**config.mk**
```make
export PLATFORM = sky130hd
export DESIGN_NAME = rgb_to_yuv_encoder
export DESIGN_NICKNAME = d
export VERILOG_FILES = /design/src/rtl/rgb_to_yuv_encoder.sv
export SDC_FILE = /design/constraint.sdc
export NUM_CORES = 1
export LEC_CHECK = 0
export ABC_AREA = 1
export CAP_MARGIN = 20
export CORE_MARGIN = 2
export CORE_UTILIZATION = 60
export CTS_BUF_LIST = sky130_fd_sc_hd__clkbuf_4 sky130_fd_sc_hd__clkbuf_8
export DETAILED_ROUTE_END_ITERATION = 8
export GPL_TIMING_DRIVEN = 0
export HOLD_SLACK_MARGIN = 0.15
export PLACE_DENSITY = 0.78
export SYNTH_ARGS = -nofsm -noshare
export SYNTH_HDL_FRONTEND = slang
export SYNTH_SLANG_ARGS = --single-unit
export TNS_END_PERCENT = 1
```
**constraint.sdc**
```tcl
create_clock -name Clock -period 9.5 [get_ports Clock]
set_input_delay 0.95 -clock Clock [delete_from_list [all_inputs] [get_ports Clock]]
set_output_delay 0.95 -clock Clock [all_outputs]
set_load 0.02 [all_outputs]
```
**src/rtl/rgb_to_yuv_encoder.sv**
```systemverilog
// rgb_to_yuv_encoder: SRAM pass converting interleaved RGB into BT.601 Y, U, V planes (U/V halved horizontally), 20 cycles per 4-pixel group.
// Build option UV_AVERAGE_EN: U/V come from the rounded average of each pixel pair instead of the even pixel.
module rgb_to_yuv_encoder #(
   parameter logic [17:0] Y_BASE      = 18'd0,
   parameter logic [17:0] U_BASE      = 18'd38400,
   parameter logic [17:0] V_BASE      = 18'd57600,
   parameter logic [17:0] RGB_BASE    = 18'd146944,
   parameter logic [16:0] GROUP_COUNT = 17'd19200
) (
   input  logic        Clock,
   input  logic        Resetn,
   input  logic        Enable,
   output logic [17:0] SRAM_address,
   input  logic [15:0] SRAM_read_data,
   output logic [15:0] SRAM_write_data,
   output logic        SRAM_we_n,
   output logic        Done
);

   typedef enum logic [4:0] {
      S_IDLE, S_RD0, S_RD1, S_RD2, S_RD3, S_RD4, S_RD5, S_RD_W0, S_RD_W1,
      S_CALC, S_WR_Y0, S_WR_Y1, S_WR_U, S_WR_V, S_DONE
   } state_t;

   state_t state, state_n;
   logic [16:0] grp, grp_n;
   logic [2:0]  sub, sub_n;
   logic [17:0] addr_n;
   logic [15:0] wdata_n;
   logic        we_n_n, done_n;

   logic [5:0][15:0] word;
   logic [7:0][7:0]  res;
   logic [3:0][7:0]  pr, pg, pb;
   logic [17:0]      g18, g18_inc;

   logic [7:0]         op_r, op_g, op_b;
   logic signed [31:0] c_r, c_g, c_b, ofs, sum, shifted;
   logic [7:0]         res_val;

   assign g18     = {1'b0, grp};
   assign g18_inc = g18 + 18'd1;

   // Six words carry four pixels as a byte stream R,G,B,R,G,B,... upper byte first
   assign pr[0] = word[0][15:8];  assign pg[0] = word[0][7:0];   assign pb[0] = word[1][15:8];
   assign pr[1] = word[1][7:0];   assign pg[1] = word[2][15:8];  assign pb[1] = word[2][7:0];
   assign pr[2] = word[3][15:8];  assign pg[2] = word[3][7:0];   assign pb[2] = word[4][15:8];
   assign pr[3] = word[4][7:0];   assign pg[3] = word[5][15:8];  assign pb[3] = word[5][7:0];

   function automatic logic [17:0] rgb_addr(input logic [17:0] g);
      return RGB_BASE + (g << 2) + (g << 1);
   endfunction

   function automatic logic [7:0] avg8(input logic [7:0] a, input logic [7:0] b);
      logic [8:0] s;
      s = {1'b0, a} + {1'b0, b} + 9'd1;
      return s[8:1];
   endfunction

   // sub 0..3: Y of pixel sub; 4,5: U of pair 0/1; 6,7: V of pair 0/1
   always_comb begin
      op_r = pr[sub[1:0]];
      op_g = pg[sub[1:0]];
      op_b = pb[sub[1:0]];
      c_r  = 32'sd16843;
      c_g  = 32'sd33030;
      c_b  = 32'sd6423;
      ofs  = 32'sd1081344;
      if (sub[2]) begin
`ifdef UV_AVERAGE_EN
         op_r = avg8(pr[{sub[0], 1'b0}], pr[{sub[0], 1'b1}]);
         op_g = avg8(pg[{sub[0], 1'b0}], pg[{sub[0], 1'b1}]);
         op_b = avg8(pb[{sub[0], 1'b0}], pb[{sub[0], 1'b1}]);
`else
         op_r = pr[{sub[0], 1'b0}];
         op_g = pg[{sub[0], 1'b0}];
         op_b = pb[{sub[0], 1'b0}];
`endif
         ofs = 32'sd8421376;
         if (!sub[1]) begin
            c_r = -32'sd9699;
            c_g = -32'sd19071;
            c_b = 32'sd28770;
         end else begin
            c_r = 32'sd28770;
            c_g = -32'sd24117;
            c_b = -32'sd4653;
         end
      end
      sum     = c_r * $signed({24'd0, op_r}) + c_g * $signed({24'd0, op_g})
              + c_b * $signed({24'd0, op_b}) + ofs;
      shifted = sum >>> 16;
      if (sum[31])
         res_val = 8'd0;
      else if (shifted > 32'sd255)
         res_val = 8'd255;
      else
         res_val = shifted[7:0];
   end

   always_comb begin
      state_n = state;
      grp_n   = grp;
      sub_n   = sub;
      addr_n  = SRAM_address;
      wdata_n = SRAM_write_data;
      we_n_n  = 1'b1;
      done_n  = 1'b0;
      case (state)
         S_IDLE: if (Enable) begin
            state_n = S_RD0;
            addr_n  = rgb_addr(g18);
         end
         S_RD0: begin state_n = S_RD1; addr_n = SRAM_address + 18'd1; end
         S_RD1: begin state_n = S_RD2; addr_n = SRAM_address + 18'd1; end
         S_RD2: begin state_n = S_RD3; addr_n = SRAM_address + 18'd1; end
         S_RD3: begin state_n = S_RD4; addr_n = SRAM_address + 18'd1; end
         S_RD4: begin state_n = S_RD5; addr_n = SRAM_address + 18'd1; end
         S_RD5:   state_n = S_RD_W0;
         S_RD_W0: state_n = S_RD_W1;
         S_RD_W1: begin state_n = S_CALC; sub_n = 3'd0; end
         S_CALC: begin
            sub_n = sub + 3'd1;
            if (sub == 3'd7) begin
               state_n = S_WR_Y0;
               addr_n  = Y_BASE + (g18 << 1);
               wdata_n = {res[0], res[1]};
               we_n_n  = 1'b0;
            end
         end
         S_WR_Y0: begin
            state_n = S_WR_Y1;
            addr_n  = SRAM_address + 18'd1;
            wdata_n = {res[2], res[3]};
            we_n_n  = 1'b0;
         end
         S_WR_Y1: begin
            state_n = S_WR_U;
            addr_n  = U_BASE + g18;
            wdata_n = {res[4], res[5]};
            we_n_n  = 1'b0;
         end
         S_WR_U: begin
            state_n = S_WR_V;
            addr_n  = V_BASE + g18;
            wdata_n = {res[6], res[7]};
            we_n_n  = 1'b0;
         end
         S_WR_V: begin
            if (grp == GROUP_COUNT - 17'd1) begin
               state_n = S_DONE;
               done_n  = 1'b1;
            end else begin
               grp_n   = grp + 17'd1;
               state_n = S_RD0;
               addr_n  = rgb_addr(g18_inc);
            end
         end
         S_DONE: begin
            grp_n   = 17'd0;
            state_n = S_IDLE;
         end
         default: state_n = S_IDLE;
      endcase
   end

   always_ff @(posedge Clock or negedge Resetn) begin
      if (!Resetn) begin
         state           <= S_IDLE;
         grp             <= 17'd0;
         sub             <= 3'd0;
         SRAM_address    <= 18'd0;
         SRAM_write_data <= 16'd0;
         SRAM_we_n       <= 1'b1;
         Done            <= 1'b0;
      end else begin
         state           <= state_n;
         grp             <= grp_n;
         sub             <= sub_n;
         SRAM_address    <= addr_n;
         SRAM_write_data <= wdata_n;
         SRAM_we_n       <= we_n_n;
         Done            <= done_n;
      end
   end

   // Read data returns two cycles after its address, hence capture in S_RD2..S_RD_W1
   always_ff @(posedge Clock or negedge Resetn) begin
      if (!Resetn) begin
         word <= '0;
         res  <= '0;
      end else begin
         case (state)
            S_RD2:   word[0]  <= SRAM_read_data;
            S_RD3:   word[1]  <= SRAM_read_data;
            S_RD4:   word[2]  <= SRAM_read_data;
            S_RD5:   word[3]  <= SRAM_read_data;
            S_RD_W0: word[4]  <= SRAM_read_data;
            S_RD_W1: word[5]  <= SRAM_read_data;
            S_CALC:  res[sub] <= res_val;
            default: ;
         endcase
      end
   end

endmodule
```
==> results by stage, run 1 <==
Timing:
- The actual transition at the worst max-transition pin is approximately 1.1 ns.
- The post-layout minimum cycle time is 9.12 ns.
- The final number of max-transition violations was 0.
- After layout, the worst setup slack is about 0.38 ns.
- Across all hold checks on the routed design, the worst slack comes to 0.388 ns.
- Derived from the worst setup path, the maximum achievable clock frequency is 110 MHz.
- The number of hold-slack violations in the final timing report is 0.
- The clock arrives with 0.0525 ns of skew.
- Setup repair after global routing left no endpoint under its margin.
- The worst slew margin relative to its limit is 0.235.
- The post-route fraction of the period consumed by the critical path is 0.960.
- Setup violations remaining at the end of the flow were counted as 0.

Routing:
- After detailed routing, the number of vias per cell comes to 5.61.
- Dividing the detail-routed wire length by the instance count gives between 15 and 20 µm.
- The starting DRC count in detailed routing is 2055.
- The vias after detailed routing is 22015.
- The first TritonRoute pass finished after 6 iterations.
- Wires add up to about 78 mm.
- The number of DRC violations after detailed routing is 0.
- The count of nets left with antenna violations once routing finished came out at 0.

Setup path:
- The worst path arrival time is 9.58 ns.
- The cell family contributing the most delay on the critical path is adder cells.
- The type of the worst setup path is reg2reg.
- The most numerous cell on the critical path is sky130_fd_sc_hd__fa_1.
- The element type at the critical path end is a flip-flop.
- The number of cells on the critical path is 28.
- STA classifies the critical path startpoint as a flip-flop.
- The number of buffers and inverters on the critical path is 10.
- The slowest stage cell on the critical path is sky130_fd_sc_hd__fa_1.
- The delay of the slowest cell on the worst path is between 0.6 and 0.7 ns.
- STA puts the critical path data required time at 9.95 ns.
- The worst reg-to-reg path cell count is 28.
- In this run the worst path has a maximum fanout of 10.

Layout:
- The sequential cell area in the final layout is 5510 µm².
- The final layout net count is between 3000 and 4000.
- Of the cells placed in the final design, the portion with a size suffix greater than 1 is 0.0497.
- The multi-input gate area in the final layout is 17700 µm².
- The signed area change from the synthesized netlist to the final layout is 9.42%.
- 0 antenna diodes ended up in the layout.
- Fill cells in the final layout number 3711.
- The finished cells cover 28800 µm².

Run status:
- The run finished with clean final reports.

Synthesis:
- In the post-synthesis netlist, the biggest area contributors are sky130_fd_sc_hd__fa_1, sky130_fd_sc_hd__dfrtp_1, sky130_fd_sc_hd__ha_1.
- The Yosys step of the flow raised 0 warnings.
- The net count after synthesis is between 3000 and 4000.
- In this run, synthesis inferred 0 flip-flops with an integrated enable.
- For this run, asynchronously set or reset flops after synthesis account for 1.00.
- The count of mapped cells out of synthesis is 3203.
- The sequential fraction of the synthesis area is 0.209.
- In the synthesized netlist the dominant register cell turns out to be sky130_fd_sc_hd__dfrtp_1.
- The number of distinct standard cells referenced by the synthesized netlist is 55.
- Sorting the synthesized cells by how often they occur yields sky130_fd_sc_hd__inv_1, sky130_fd_sc_hd__nand2_1, sky130_fd_sc_hd__fa_1, sky130_fd_sc_hd__ha_1, sky130_fd_sc_hd__dfrtp_1.
- The share of Yosys cell area claimed by the top area cell type is 0.269.
- The biggest area contributor in the post-synthesis netlist is sky130_fd_sc_hd__fa_1.
- The most repeated cell in the gate-level netlist after synthesis is sky130_fd_sc_hd__inv_1.
- A synthesized cell averages 8.21 µm².
- The post-synthesis cell area is 26300 µm².
- The number of register bits inferred by synthesis is 220.

Die:
- The area inside the core boundary is 43200 µm².
- The die is 213 µm tall.
- The die covers 45500 µm².
- The number of I/O pins is 55.
- From left edge to right edge, the die measures 213 µm.
- The floorplan has 76 rows.
- The initial core utilization is 0.609.

Global route:
- The aggregate global routing overflow is 0.
- Entering global routing, the biggest net connects ~120 pins.
- The via count of the first global-routing pass is 22797.
- The first global-routing pass estimated 124 mm of wire.
- The number of antenna violations at the first check in global routing came to 0.
- The total routing usage reported by global routing is 0.359.

Placement:
- The pre-CTS setup slack is -0.420 ns.
- The detailed-placement wirelength estimate is 64.0 mm.
- Buffers placed on the I/O ports in this run total 54.
- The post-placement cell area is 27600 µm².
- The congestion estimate from routability-driven global placement came to roughly 1.

Power:
- For this design the static power due to leakage is 15.4 nW.
- The worst-case IR drop observed on VDD is between 0.3 and 0.4 mV.
- Dividing total power by cell area gives a power density of 215 nW/µm².
- The overall power consumption is 6.19 mW.

Clocking:
- The sink count of the clock tree is 220.
- TritonCTS built the clock tree.
- The clock-pin slew on the worst setup and hold paths is 0.06 ns.
- The number of clock buffers added by TritonCTS is 40.
- The buffer cell driving the clock tree root is sky130_fd_sc_hd__clkbuf_8.
- The H-tree level count is 2.
- The number of buffers on the longest clock path is 3.
- The clock insertion delay at the later pin of the skew report is just over 0.6 ns.

Hold path:
- The class of the tightest hold or removal check is in2async.

Job:
- The tool flagged a number of max-cap violations equal to 0.
[what timing repair did]
item                       in CTS  in global routing
hold buffers                    0                  0
buffers inserted                0                  5
gates resized for setup        11                 45
setup endpoints to repair      64                 64
pin swaps                       0                  3
[layer usage]
| layer | wire length, µm | vias up | global-route usage |
|---|---|---|---|
| met5 | 0 | - | 0 |
| met2 | 36500 | 960 | 0.587 |
| met3 | 6160 | 206 | 0.0643 |
| met4 | 3790 | 0 | 0.159 |
| li1 | - | 10122 | - |
| met1 | 31100 | 10727 | 0.472 |
[flip-flops by register name, indices dropped and copies added, names as in the netlist]
register         flops
pb                  32
sub                  3
grp                 17
SRAM_address        18
pg                  32
state                4
res                 64
SRAM_we_n            1
SRAM_write_data     16
pr                  32
Done                 1
[path summary, 6_finish.rpt]
path / startpoint / endpoint / slack [ns]
max in group asynchronous: Resetn / res[33] / 7.97
worst max-delay path: sub[2] / res[11] / 0.38
worst max register to register: sub[2] / res[11] / 0.38
worst min register to register: res[12] / res[12] / 0.48
worst min-delay path: Resetn / pr[29] / 0.39
min in group Clock: res[12] / res[12] / 0.48
[power breakdown]
part           leakage (nW)  switching, mW  total, mW  internal [mW]
registers              2.60          0.110       1.25           1.14
clock network         0.473          0.424       1.01          0.586
logic                  12.4           2.51       3.93           1.42
total                  15.4           3.04       6.19           3.15
[final cells by class]
type,instances,share of cell area
Buffer,68,0.0111
Clock buffer,65,0.0276
Clock inverter,8,0.00369
Inverter,773,0.101
Multi-Input combinational cell,2140,0.617
Sequential cell,220,0.191
Tap cell,585,0.0254
Timing Repair Buffer,63,0.0232
[per-stage QoR]
stage / cells / TNS (ns) / util
global route: 3922 / 0 / 0.667
floorplan: 3203 / 0 / -
detailed placement: 3845 / -22.86 / 0.640
CTS: 3917 / 0 / 0.661
global placement: 3842 / -361.33 / 0.639
finish: 3922 / 0 / 0.667
[cells by family (layout without fill, tap and decap cells)]
family	after synthesis	count (layout)	share of synthesized area
simple gates	1016	1016	0.159
buf+inv	843	977	0.122
xor+xnor	38	38	0.0137
flops	220	220	0.209
fa+ha+maj	617	617	0.394
compound gates	469	469	0.102
[layout by cell type, fill, tap and decap left out, drive strengths merged, types with 19 or more instances in the layout]
master,n
buf,20
a21oi,160
o21ai,177
nand3,131
o21a,19
clkbuf,123
ha,264
o22ai,20
inv,770
a31oi,21
fa,353
nor2,205
nand4,20
nand2,627
clkdlybuf4s50,53
xor2,28
dfrtp,219
[worst reg2reg max path, delay by kind of cell (launching register included)]
kind / cells / cell delay [ns]
AOI/OAI and AO/OA: 4 / 0.89
xor gates and xnor gates: 1 / 0.34
adders and majority gates: 8 / 4.10
buffers and inverters: 10 / 1.90
DFF: 1 / 0.59
and+or+nand+nor: 5 / 1.15
Power figures use the tool's default switching activity.
==> run 2: changes to the inputs <==
CELL_PAD_IN_SITES_DETAIL_PLACEMENT = 0   (was unset)
CELL_PAD_IN_SITES_GLOBAL_PLACEMENT = 2   (was unset)
CORE_UTILIZATION = 41   (was 60)
PLACE_DENSITY = 0.85   (was 0.78)
TNS_END_PERCENT = 50   (was 1)
==> results by stage, run 2 (same netlist as run 1, synthesis figures left out) <==
Clocking:
- The sink count of the clock tree is 220.
- TritonCTS built the clock tree.
- After clock tree synthesis, the clock-pin slew on the worst setup and hold paths is 0.06 ns.
- CTS placed an instance of sky130_fd_sc_hd__clkbuf_8 at the clock tree root.
- In this run, CTS created clock tree buffers numbering 43.
- The clock insertion delay at the later pin of the skew report is 0.64 ns.
- The clock passes through at most 3 buffers.
- The H-tree level count is 2.

Power:
- The leakage power is 15.5 nW.
- Across the VDD grid, the largest voltage drop is 0.315 mV.
- Dividing total power by cell area gives a power density of 215 nW/µm².

Die:
- The initial utilization of the core area, before any placement, comes to 0.416.
- During I/O placement, the number of pins put on the boundary was 55.
- The area inside the core boundary is 63300 µm².
- The x dimension of the die is around 260 µm.
- From bottom edge to top edge, the die measures approximately 260 µm.
- The die footprint is about 66000 µm².
- After floorplanning, the core was divided into 92 placement rows.

Timing:
- The final worst clock skew is 0.0707 ns.
- The number of hold-slack violations in the final timing report is 0.
- The number of failing setup endpoints in the final timing report is 0.
- Across all hold checks on the routed design, the worst slack comes to ~0.42 ns.
- The worst pin sits at a relative slew slack of 0.164.
- In the final timing run, aggregate negative setup slack is 0 ns.
- The post-layout minimum cycle time is 9.12 ns.
- In the finished design, the share of the clock period the worst path needs comes to 0.960.
- For the pin with the worst max-slew slack, the measured transition is 1.25 ns.
- Derived from the worst setup path, the maximum achievable clock frequency is roughly 110 MHz.
- The final number of max-transition violations came to 0.

Global route:
- The via count of the first global-routing pass is 22879.
- The pin count of the biggest net entering global routing is between 100 and 150.
- The number of antenna violations at the first check in global routing came to 1.
- The first-pass GRT wire length is 132 mm.
- The total overflow left after global routing is 0.
- The total routing usage reported by global routing is 0.260.

Setup path:
- The worst register-to-register path begins at sub[2].
- The element type at the critical path end is a flip-flop.
- On the critical path, the stage with the largest delay is an instance of sky130_fd_sc_hd__fa_1.
- The launching element type of the critical path is a flip-flop.
- Data arrives at the worst endpoint at 9.58 ns.
- The data required time of the critical path is ~10 ns.
- The kind of cell with the highest combined delay along the critical path is adder cells.
- The worst reg-to-reg path cell count is 31.
- The number of buffers and inverters on the critical path is 10.
- The critical path in this run is classified as reg2reg.
- The delay of the slowest cell on the worst path is 0.67 ns.
- The endpoint identified for the worst register-to-register timing path is res[35].
- Counting stages on the worst path, the most repeated cell is sky130_fd_sc_hd__fa_1.
- The register-to-register path setup slack is 0.38 ns.
- In this run the worst path has a maximum fanout of 10.

Routing:
- The routed wire length is 83.5 mm.
- The detail route stage leaves a number of antenna-violating nets equal to 0.
- The routed layout has 21608 vias.
- The number of DRC violations after detailed routing is 0.
- In the routed layout, each cell is associated on average with a via count of 5.15.
- For this run, the detailed router's first-pass iteration total came to 5.
- After the first detailed-routing iteration, the DRC count stood at ~1500.
- After detailed routing, the average wire length per cell comes to 19.9 µm.

Hold path:
- The class of the tightest hold or removal check is in2async.

Placement:
- The quantity of I/O buffers inserted on ports is 54.
- The routability congestion estimate is 0.924.
- Including well taps, the total number of placed cells is 4106.
- Summed over all nets, the half-perimeter wirelength after detailed placement is approximately 69 mm.

Layout:
- The area growth from synthesis to layout is 11.5%.
- The final cell count without fillers is 4196.
- The most common cell after layout, fill and taps aside is sky130_fd_sc_hd__inv_1.
- The final layout net count is 3952.
- The register with the most flip-flops in the layout has 64 of them.
- In the final layout, the share of cells above drive strength 1 is 0.0540.
- For this run, the share of the core covered by cells in the final layout is 0.463.
- More flip-flops sit in one register than any other, and that register is res.
- In the layout the commonest cells are sky130_fd_sc_hd__inv_1, sky130_fd_sc_hd__nand2_1, sky130_fd_sc_hd__fa_1.

Run status:
- The flow ran to the end, and the final reports show no timing, DRC or antenna violations.

Job:
- The number of maximum-capacitance violations is 0.
run 2: cell types whose count changed in the layout (fill, tap and decap cells not counted), sizes merged:
cell | previous run | this run
diode | 0 | 1
clkbuf | 123 | 113
buf | 20 | 27
clkdlybuf4s15 | 0 | 1
bufinv | 2 | 5
clkinv | 6 | 17
run 2: power breakdown:
part	switching [mW]	internal, mW	total (mW)
combinational	2.54	1.39	3.93
sequential	0.115	1.14	1.26
clock	0.469	0.651	1.12
total	3.13	3.19	6.31
run 2: repair_timing:
action                     in CTS  in global routing
buffers inserted                0                 10
setup endpoints to repair      64                 64
resized for setup              27                 41
hold buffers                    0                  0
pin swaps                       0                  3
run 2: layout make-up:
type | count | area (µm²)
antenna | 1 | 2.50
buffer | 69 | 335
clock buffer | 56 | 739
clock inverter | 22 | 256
fill | 6410 | 34000
inverter | 773 | 2910
multi-input combinational | 2140 | 17800
sequential | 220 | 5510
tap | 846 | 1060
timing repair buffer | 69 | 736
run 2: stage by stage:
step,instance area (µm²),setup WS [ns],power [mW]
floorplan,26300,1.81,3.89
global placement,27900,-2.27,5.08
detailed placement,28000,-0.742,5.09
CTS,29100,-0.0145,6.28
global route,29300,-0.0318,6.94
finish,29300,0.383,6.31
run 2: worst max path at each step:
stage	start	end	slack, ns	depth (start not counted)
after floorplan	sub[0]	res[0]	1.81	33
after global placement	Resetn	res[55]	-2.27	1
after detailed placement	sub[2]	res[36]	-0.74	32
after CTS	sub[0]	res[6]	-0.01	31
after global routing	sub[2]	res[20]	-0.03	28
final	sub[2]	res[35]	0.38	31
run 2: metal layers:
layer	GRT usage	vias to the layer above	share of wire
li1	-	10147	-
met1	0.346	10722	0.43
met5	0	-	0
met2	0.437	619	0.47
met3	0.0369	120	0.061
met4	0.0817	0	0.037
==> run 3: changes to the inputs <==
CORE_ASPECT_RATIO = 0.5   (was unset)
CORE_MARGIN = 1   (was 2)
==> results by stage, run 3 (same netlist as run 1, synthesis figures left out) <==
Run status:
- The flow ran to the end, and the final reports show no timing, DRC or antenna violations.

Job:
- The number of maximum-capacitance violations is 0.

Global route:
- The aggregate global routing overflow is 0.
- The first global-routing pass estimated 131 mm of wire.
- Entering global routing, the biggest net connects 104 pins.
- The number of antenna violations at the first check in global routing is 0.
- The via count of the first global-routing pass came to between 20000 and 25000.
- For this run, the total global-route usage over all layers was measured as 0.263.

Layout:
- The number of fill cells is 6451.
- The flip-flop count of the largest register, all copies and words added is 64.
- The post-route standard cell area excluding fillers is 29200 µm².
- Excluding fillers, the count of instances in the completed layout stands at roughly 4200.
- 0 antenna diodes ended up in the layout.
- Measured on the finished design, the core utilization comes to 0.462.
- In the final layout, the multi-input gates occupy 17800 µm².
- The register with the highest flop count is res.
- In the layout the commonest cells are sky130_fd_sc_hd__inv_1, sky130_fd_sc_hd__nand2_1, sky130_fd_sc_hd__fa_1.
- After the last flow step, the layout net total stands at ~3900.
- Compared with the post-synthesis result, the final layout area differs by 11.0%.
- In the final layout, the share of cells above drive strength 1 is 0.0515.
- The sequential cells in the finished layout cover a total of 5510 µm².
- The library cell used most frequently in the layout, excluding fill and tap cells, is sky130_fd_sc_hd__inv_1.

Clocking:
- The count of hold buffers inserted by post-cts repair is 0.
- The H-tree was split into 2 levels.
- The TritonCTS clock tree is built.
- For this design, the sink count on the clock tree is 220.
- The clock buffer count from CTS is 42.
- After clock tree synthesis, the clock-pin slew on the worst setup and hold paths is 0.07 ns.
- The buffer cell driving the clock tree root is sky130_fd_sc_hd__clkbuf_8.
- The clock insertion delay at the later pin of the skew report is 0.59 ns.
- The clock passes through at most 3 buffers.

Power:
- The leakage power is around 15 nW.
- VDD sags by at most 0.369 mV.
- The power density over the cells is 219 nW/µm².

Die:
- Row generation in the floorplan step produced between 60 and 70 rows.
- Measured along the x axis, the die boundary spans 360 µm.
- The initial core utilization is 0.416.
- The die covers between 60000 and 70000 µm².
- The area inside the core boundary is 63200 µm².
- The die height is 181 µm.
- For this design the top-level I/O count stands at 55.

Routing:
- Dividing the detail-routed wire length by the instance count gives 19.8 µm.
- In this run the remaining antenna-violating nets after routing total 0.
- After detailed routing, the number of remaining DRC violations is 0.
- The length of the first detailed-routing pass in iterations is 6.
- The topmost layer with routed signal wires is met4.
- The met1 wire length is 37.8 mm.
- The vias after detailed routing is 21559.
- The routed wire length is a little over 80 mm.
- In the routed layout, each cell is associated on average with a via count of 5.16.
- The routed design uses between 4 and 5 mm of met3 wire.
- The wire length on met2 is 38.4 mm.
- The starting DRC count in detailed routing is 1619.

Setup path:
- The source of the worst register-to-register timing path is sub[2].
- The delay of the slowest cell on the worst path is 0.66 ns.
- The highest fanout seen on the critical path is 10.
- STA classifies the critical path endpoint as a flip-flop.
- The critical path starts at sub[2].
- The worst setup path is launched from a flip-flop.
- The type of the worst setup path is reg2reg.
- On the critical path, the stage with the largest delay is an instance of sky130_fd_sc_hd__fa_1.
- Data arrives at the worst endpoint at roughly 9.5 ns.
- The capture instance of the worst register-to-register path is res[29].
- The register-to-register path setup slack is 0.46 ns.
- The data required time of the critical path is roughly 10 ns.
- The worst reg-to-reg path cell count is 33.

Timing:
- Setup violations remaining at the end of the flow were counted as 0.
- The routed design could run at a clock period as short as ~9 ns.
- The number of hold-slack violations in the final timing report is 0.
- At the pin with the least slew margin, the transition time is 1.17 ns.
- The post-route fraction of the period consumed by the critical path is 0.952.
- Derived from the worst setup path, the maximum achievable clock frequency is 111 MHz.
- The final worst clock skew is 0.0289 ns.
- The final worst slack is 0.460 ns.
- The final number of max-transition violations was 0.
- Measured against its own limit, the worst slew margin works out to 0.223.

Placement:
- The cell total after placement is 4098.
- The quantity of I/O buffers inserted on ports is 54.
- Detailed placement finished with a half-perimeter wire length of between 60 and 70 mm.
- At the end of routability-driven placement, the weighted congestion stood at 0.957.
- The pre-CTS setup slack is -0.738 ns.
- The post-placement cell area is 28000 µm².

Hold path:
- The path class of the tightest hold or removal check is in2async.
## run 3: cell count changes in the layout (fill, tap and decap cells not counted), moves of 3 or more
cell,before,now
sky130_fd_sc_hd__a21oi_1,149,143
sky130_fd_sc_hd__a21oi_2,7,15
sky130_fd_sc_hd__buf_4,7,4
sky130_fd_sc_hd__bufinv_16,5,2
sky130_fd_sc_hd__clkbuf_2,7,10
sky130_fd_sc_hd__clkbuf_4,10,14
sky130_fd_sc_hd__clkinv_2,13,3
## run 3: area by class of cell
class,instances,area share
Multi-Input combinational cell,2140,0.609
Sequential cell,220,0.189
Inverter,773,0.0995
Tap cell,837,0.0359
Clock buffer,64,0.0274
Timing Repair Buffer,66,0.0246
Buffer,68,0.0111
Clock inverter,7,0.00369
## run 3: worst max-delay path: cells and delay by family (launching register included)
kind | cells | cell delay, ns
buffers and inverters | 11 | 1.76
adders and majority gates | 8 | 4.06
DFF | 1 | 0.58
xor gates and xnor gates | 1 | 0.17
and+or+nand+nor | 8 | 1.26
AOI/OAI and AO/OA | 5 | 1.07
## run 3: repair_timing
action / 4_1_cts / 5_1_grt
pin swaps: 0 / 3
gates resized for setup: 29 / 33
endpoints found under the hold margin: 0 / 0
setup buffers: 0 / 6
setup endpoints to repair: 64 / 64
## run 3: how the worst max path moves through the flow
| stage | to |
|---|---|
| final | res[29] |
| after global routing | res[53] |
| after CTS | res[29] |
| after detailed placement | res[53] |
| after global placement | pg[13] |
| after floorplan | res[0] |
## run 3: report_power, final
group / switching, mW / internal (mW)
Clock: 0.440 / 0.591
Sequential: 0.112 / 1.14
Combinational: 2.71 / 1.41
## run 3: per-stage QoR
stage                     TNS, ns  hold WS (ns)  power, mW
after floorplan                 0         0.446       3.89
after global placement    -594.39         0.460       5.22
after detailed placement   -42.66         0.465       5.23
after CTS                       0         0.184       6.42
after global routing      -0.0141         0.193       7.05
final                           0         0.197       6.40
## run 3: layer usage
layer	up-vias	GRT usage
li1	10138	-
met1	10698	0.361
met3	120	0.0374
met5	-	0
met2	603	0.438
met4	0	0.0663
